<file path="src/rtl/seq_mult_gen.sv">
// Iterative signed/unsigned multiplier retiring BITS_PER_CYCLE multiplier bits per clock.
// Latency: operands accepted at edge T, dst_valid rises after edge T+STEPS; one result per STEPS+2 cycles.
// Backpressure: src_ready is low outside IDLE; the product is held in DONE until dst_ready, for as long as needed.
module seq_mult_gen #(
    parameter int WIDTH          = 16,
    parameter int BITS_PER_CYCLE = 1
) (
    input  logic                 clk,
    input  logic                 rst,
    input  logic                 flush,
    input  logic                 src_valid,
    output logic                 src_ready,
    input  logic [WIDTH-1:0]     multiplicand,
    input  logic [WIDTH-1:0]     multiplier,
    input  logic                 a_signed,
    input  logic                 b_signed,
    output logic                 dst_valid,
    input  logic                 dst_ready,
    output logic [2*WIDTH-1:0]   product,
    output logic                 busy
);

    // Number of CALC cycles needed to walk every multiplier bit.
    localparam int STEPS = WIDTH / BITS_PER_CYCLE;
    // All accumulation is done modulo 2^(2*WIDTH): only the low 2*WIDTH bits
    // of the exact product are returned, so wider intermediates buy nothing.
    localparam int PW    = 2 * WIDTH;
    localparam int CW    = $clog2(STEPS + 1);
    localparam logic [CW-1:0] LAST_STEP = CW'(STEPS - 1);

    typedef enum logic [1:0] {
        S_IDLE = 2'd0,
        S_CALC = 2'd1,
        S_DONE = 2'd2
    } state_t;

    state_t          state;
    state_t          next_state;

    // Datapath state.
    // mcand_sh : extended multiplicand, pre-shifted to the weight of the
    //            multiplier bits currently sitting in mult_sh[BITS_PER_CYCLE-1:0].
    // mult_sh  : multiplier, shifted right as its bits are consumed.
    // b_sgn    : captured signedness of the multiplier; decides the weight of
    //            its top bit (negative for two's complement).
    logic [CW-1:0]   count;
    logic [PW-1:0]   acc;
    logic [PW-1:0]   mcand_sh;
    logic [WIDTH-1:0] mult_sh;
    logic            b_sgn;

    // Combinational helpers.
    logic [PW-1:0]   mcand_ext;
    logic [PW-1:0]   pp;
    logic [PW-1:0]   acc_sum;
    logic            in_idle;
    logic            in_calc;
    logic            last_step;
    logic            accept;
    logic            calc_adv;
    logic            finish;

    assign in_idle   = (state == S_IDLE);
    assign in_calc   = (state == S_CALC);
    assign last_step = (count == LAST_STEP);

    // A capture needs IDLE, a valid pair and no flush this cycle; flush wins.
    assign accept    = in_idle && src_valid && !flush;
    // One digit of the multiplier is retired on every CALC cycle not aborted.
    assign calc_adv  = in_calc && !flush;
    // The final digit's sum becomes the product.
    assign finish    = calc_adv && last_step;

    // The multiplicand is widened once at capture: sign-extended when signed,
    // zero-extended otherwise.  Extending straight to 2*WIDTH is equivalent to
    // the WIDTH+1 extension followed by truncation of the product.
    assign mcand_ext = {{WIDTH{a_signed & multiplicand[WIDTH-1]}}, multiplicand};

    // ------------------------------------------------------------------
    // FSM
    // ------------------------------------------------------------------

    // State register.
    always_ff @(posedge clk or posedge rst) begin
        if (rst) begin
            state <= S_IDLE;
        end else begin
            state <= next_state;
        end
    end

    // Next-state logic: flush returns to IDLE from anywhere.
    always_comb begin
        next_state = state;
        unique case (state)
            S_IDLE: begin
                if (flush) begin
                    next_state = S_IDLE;
                end else if (src_valid) begin
                    next_state = S_CALC;
                end
            end
            S_CALC: begin
                if (flush) begin
                    next_state = S_IDLE;
                end else if (last_step) begin
                    next_state = S_DONE;
                end
            end
            S_DONE: begin
                if (flush || dst_ready) begin
                    next_state = S_IDLE;
                end
            end
            default: begin
                next_state = S_IDLE;
            end
        endcase
    end

    // State-decoded outputs; src_ready is forced low while reset is held.
    always_comb begin
        src_ready = 1'b0;
        busy      = 1'b0;
        unique case (state)
            S_IDLE:  src_ready = !rst;
            S_CALC:  busy      = 1'b1;
            S_DONE:  busy      = 1'b1;
            default: begin
                src_ready = 1'b0;
                busy      = 1'b0;
            end
        endcase
    end

    // dst_valid comes straight from a flop so consumers see a clean signal.
    always_ff @(posedge clk or posedge rst) begin
        if (rst) begin
            dst_valid <= 1'b0;
        end else begin
            dst_valid <= (next_state == S_DONE);
        end
    end

    // ------------------------------------------------------------------
    // Datapath
    // ------------------------------------------------------------------

    // Partial product for the current digit.  Every multiplier bit carries
    // weight +2^i except the very top bit of a signed multiplier, which
    // carries -2^(WIDTH-1); that bit is only seen in the last step, in the
    // highest lane.  An unsigned multiplier's top bit stays positive, which
    // is exactly the zero-extended WIDTH+1-bit interpretation.
    always_comb begin
        pp = '0;
        for (int j = 0; j < BITS_PER_CYCLE; j++) begin
            if (mult_sh[j]) begin
                if (last_step && (j == BITS_PER_CYCLE - 1) && b_sgn) begin
                    pp = pp - (mcand_sh << j);
                end else begin
                    pp = pp + (mcand_sh << j);
                end
            end
        end
    end

    assign acc_sum = acc + pp;

    // Operand capture and per-step shift/accumulate.
    always_ff @(posedge clk or posedge rst) begin
        if (rst) begin
            acc      <= '0;
            mcand_sh <= '0;
            mult_sh  <= '0;
            b_sgn    <= 1'b0;
            count    <= '0;
        end else if (accept) begin
            acc      <= '0;
            mcand_sh <= mcand_ext;
            mult_sh  <= multiplier;
            b_sgn    <= b_signed;
            count    <= '0;
        end else if (calc_adv) begin
            acc      <= acc_sum;
            mcand_sh <= mcand_sh << BITS_PER_CYCLE;
            mult_sh  <= mult_sh >> BITS_PER_CYCLE;
            count    <= count + 1'b1;
        end
    end

    // Result register: loaded on the last CALC step and held through DONE,
    // so it stays stable however long the consumer stalls.
    always_ff @(posedge clk or posedge rst) begin
        if (rst) begin
            product <= '0;
        end else if (finish) begin
            product <= acc_sum;
        end
    end

endmodule

</file>
<file path="config.mk">
export PLATFORM = sky130hd
export DESIGN_NAME = seq_mult_gen
export DESIGN_NICKNAME = d
export VERILOG_FILES = /design/src/rtl/seq_mult_gen.sv
export SDC_FILE = /design/constraint.sdc
export NUM_CORES = 1
export LEC_CHECK = 0
export ABC_AREA = 1
export CAP_MARGIN = 40
export CORE_UTILIZATION = 25
export DETAILED_ROUTE_END_ITERATION = 8
export PLACE_DENSITY = 0.41
export SKIP_LAST_GASP = 1
export SLEW_MARGIN = 20
export SYNTH_ARGS = -nofsm -noshare
export SYNTH_HDL_FRONTEND = slang
export SYNTH_SLANG_ARGS = --single-unit
</file>
<file path="constraint.sdc">
create_clock -name clk -period 11.76 [get_ports clk]
set_clock_uncertainty 0.2 [all_clocks]
set_input_delay 3.528 -clock clk [delete_from_list [all_inputs] [get_ports clk]]
set_output_delay 3.528 -clock clk [all_outputs]
set_load 0.02 [all_outputs]
</file>
== After elaboration in Yosys (flattened, before gate mapping) ==
Cells that the tools add are included.

* Flip-flop bits (word level): 121
* Bits of input ports: 39
* Output and inout bits: 35
* Word-level logic and storage cells: 45

* $add $sub $neg: 3
* Equal/unequal tests: 4
* Multiplexer cells: 18
* Bitwise gates (word level): 1
* Reductions and logical operators: 11

{| class="wikitable"
|+ Operators with widths
! cell !! count
|-
| two-way mux 32 bit || 6
|-
| adder 32 bit || 1
|-
| two-way mux 16 bit || 2
|-
| subtractor 1 x 32 -> 32 bit (first input constant) || 1
|-
| two-way mux 2 bit || 5
|-
| two-way mux 5 bit || 2
|-
| case mux 2 bit (3 select lines) || 1
|-
| adder 5 x 1 -> 5 bit (second input constant) || 1
|-
| equality test 5 x 4 -> 1 bit (second input constant) || 1
|-
| logical AND 1 bit || 5
|-
| equality test 2 bit (second input constant) || 2
|-
| equality test 2 x 1 -> 1 bit (second input constant) || 1
|-
| logical NOT 1 bit || 2
|-
| logical NOT 2 bit || 1
|-
| two-way mux 1 bit || 2
|-
| nonzero test 2 bit || 1
|-
| OR reduction 2 bit || 1
|-
| AND 1 bit || 1
|-
| logical OR 1 bit || 1
|}

== Logic depth before layout (Yosys ltp) ==
* Depth after elaboration: 7
* Gate-level depth with buffers: 25
* Depth with buffers taken out: 24

== Least setup slack after synthesis ==
OpenSTA, ideal clock, no wires.

* Path kind: input to output
* Start: input port rst
* End: output port src_ready
* Data arrival time: 3.821 ns
* Data required time: 8.032 ns
* Slack: 4.211 ns
* Stages on the path: 1
* Path buffers: 0
* Cell sequence: nor2_1

* Cells in the longest elaborated chain, start to end: 2

{| class="wikitable"
|+ Ends and longest elaborated chain
! element !! line !! text
|-
| from (decl) || 9 || <nowiki>input logic rst,</nowiki>
|-
| logical NOT 1 bit (no source line) || - ||
|-
| two-way mux 1 bit || 125 || <nowiki>unique case (state)</nowiki>
|-
| to (decl) || 12 || <nowiki>output logic src_ready,</nowiki>
|}

Every way passes these cells.

== Final worst setup path ==
Ends and elaborated chain as after synthesis.

==> out/metrics.cfg <==
[die]
coreArea_mm2 = 0.0305
rows = 64
start_util_pct = 25.3
dieWidth_um = 178
io_pins = 74
die_height_um = 178
die-area_mm2 = 0.0316

[route]
drt_pass1_iterations = 4
drc = 0
avgRoutedWirePerCell_um = 15.5
drt-vias-per-instance = 4.65
drt-initial-drc-count = 359
antenna_left = 0
num_vias = 7066
wl_um = 23600

[hold_path]
hold_path_class = reg2reg

[synth]
ys_types = 50
syn_inst = 1044
synthTopCellsByArea = dfrtp_1 39%, nand2_1 14%, ha_1 6.1%
synthArstFlopShare_pct = 100
synth_edf_count = 0
synth-seq-cells = 121
ys.flop_type = dfrtp_1
synth_seq_area_share_pct = 39.2
synth.avg_cell_area_um2 = 7.41
syn-num-nets = 1122
synth_area_mm2 = 0.00773
synth.yosys.warnings = 0
synth_top_area_share_pct = 39.2
yosysTopAreaCell = dfrtp_1

[critical_path]
cp_top_family = buffers and inverters
path_cells = clkdlybuf4s50_1 > nor2_1 > clkdlybuf4s50_1
crit_arrival_ns = 4.72
path_common_cell = clkdlybuf4s50_1
critPathRequiredTime_ns = 8.03
critPathSlowestCell = clkdlybuf4s50_1
crit_buf_inv = 2
crit_path_max_fanout = 2
critPathLaunchType = input port
worstSetupPathType = in2out
crit_path_end_kind = output pin
critPathMaxStageDelay_ns = 0.61

[clock_network]
cts-buffers-inserted = 17
cts_resized = 0
cts_tree = done
cts.htree.levels = 4
cts.sinks = 121
clk_pin_slew_worst_paths_ns = 0.06
insertion_delay_ns = 0.43
cts_hold_buf = 0
postCtsSetupBuffers = 0
cts.path.max_buffers = 2
cts_root_buf = clkbuf_16

[grt]
grt_busiest_layer = met2
grt_max_degree = 61
grt_usage_pct = 15.9
grt_antenna_before_repair = 0
grt_pass1_vias = 7056
met3_usage_pct = 2.57
use_met1_pct = 22.9
use_met2_pct = 24.1
grt_overflow = 0
grt_pass1_wl_um = 38200

[sta]
slew_violations = 0
rsz0062_at_grt = false
maxSlewHeadroom_pct = 56.9
setup_tns_ns = 0
setup_violations = 0
timing.final.crit_share_pct = 71.8
timing.fmax_mhz = 118
hold_viol = 0
layout_min_cycle_time_ns = 8.45
tightest_slew_ns = 0.646

[pwr]
powerDensity_mw_per_mm2 = 146
irDropWorstVdd_v = 0.0000875
power_mw = 1.40
leakage_nw = 4.46

[finish]
area_growth_pct = 23.7
final_nets = 1190
final_common_cell = nand2_1
drive_gt1_share_pct = 6.84
final_cell_mix = 297 x nand2_1, 121 x dfrtp_1, 101 x inv_1, 89 x nor2_1, 73 x clkdlybuf4s50_1
n_antenna_cell = 0

[run]
maxCapViolations = 0

[placed_design]
gp_congestion = 0.853
io_buffers = 73
dp_hpwl_um = 17600

[outcome]
outcome = complete, no violations

cell families (layout without fill, tap and decap cells):
family | Yosys count | in the layout | synth area share (%)
AOI/OAI and AO/OA | 214 | 214 | 16.9
xor gates and xnor gates | 14 | 14 | 1.59
adders and majority gates | 39 | 39 | 6.41
buffers and inverters | 142 | 223 | 7.49
DFF | 121 | 121 | 39.2
and+or+nand+nor | 514 | 514 | 28.5
final timing paths:
kind                       slack (ns)  depth (start not counted)          end     start
min reg2reg                      0.26                          1     count[3]  count[3]
min                              0.26                          1     count[3]  count[3]
max reg2reg                      7.16                         21  product[30]  count[0]
min in group asynchronous        3.20                          2        b_sgn       rst
max in group asynchronous        7.33                          4      acc[13]       rst
max                              3.31                          3    src_ready       rst
power breakdown:
part / internal [mW] / leakage, nW / switching (mW)
clock network: 0.332 / 0.294 / 0.216
registers: 0.468 / 1.62 / 0.0497
logic: 0.120 / 2.54 / 0.213
sequential cells by signal, summed over array words and instances (netlist names):
register   flops
product       32
dst_valid      1
b_sgn          1
acc           32
count          5
state          2
mcand_sh      32
mult_sh       16
through the flow:
| step | std cells | hold WS (ns) | utilization (%) | instance area [µm²] | worst slack (ns) |
|---|---|---|---|---|---|
| after detailed placement | 1486 | 0.257 | 29.1 | 8890 | 3.30 |
| final | 1521 | 0.261 | 31.4 | 9570 | 3.31 |
| after global routing | 1521 | 0.276 | 31.4 | 9570 | 3.28 |
| after CTS | 1518 | 0.265 | 31.1 | 9490 | 3.29 |
| after global placement | 1483 | 0.253 | 28.9 | 8820 | 3.30 |
| after floorplan | 1044 | 0.233 | - | 7730 | 4.21 |
cell usage after synthesis (11+ instances only):
cell type	number
o211ai_1	14
ha_1	38
dfrtp_1	121
nand4_1	11
o221ai_1	31
a21oi_1	68
clkbuf_1	14
nand3_1	72
o21ai_0	67
inv_1	102
nand2_1	297
o21ai_1	13
nor2_1	89
per-layer routing:
layer | share of wire [%] | vias to the layer above
li1 | - | 3644
met5 | 0 | -
met1 | 51 | 3261
met3 | 3.2 | 22
met4 | 1.4 | 0
met2 | 44 | 139
final cells by class:
type	count	area, µm²
clock inverters	12	138
repair buffers	83	906
fillers	3356	20900
inverters	108	408
flip-flops and latches	121	3030
well taps	396	495
multi-input cells	781	4120
clock buffers	20	467
Note: power is estimated with default switching activity, not from simulation.
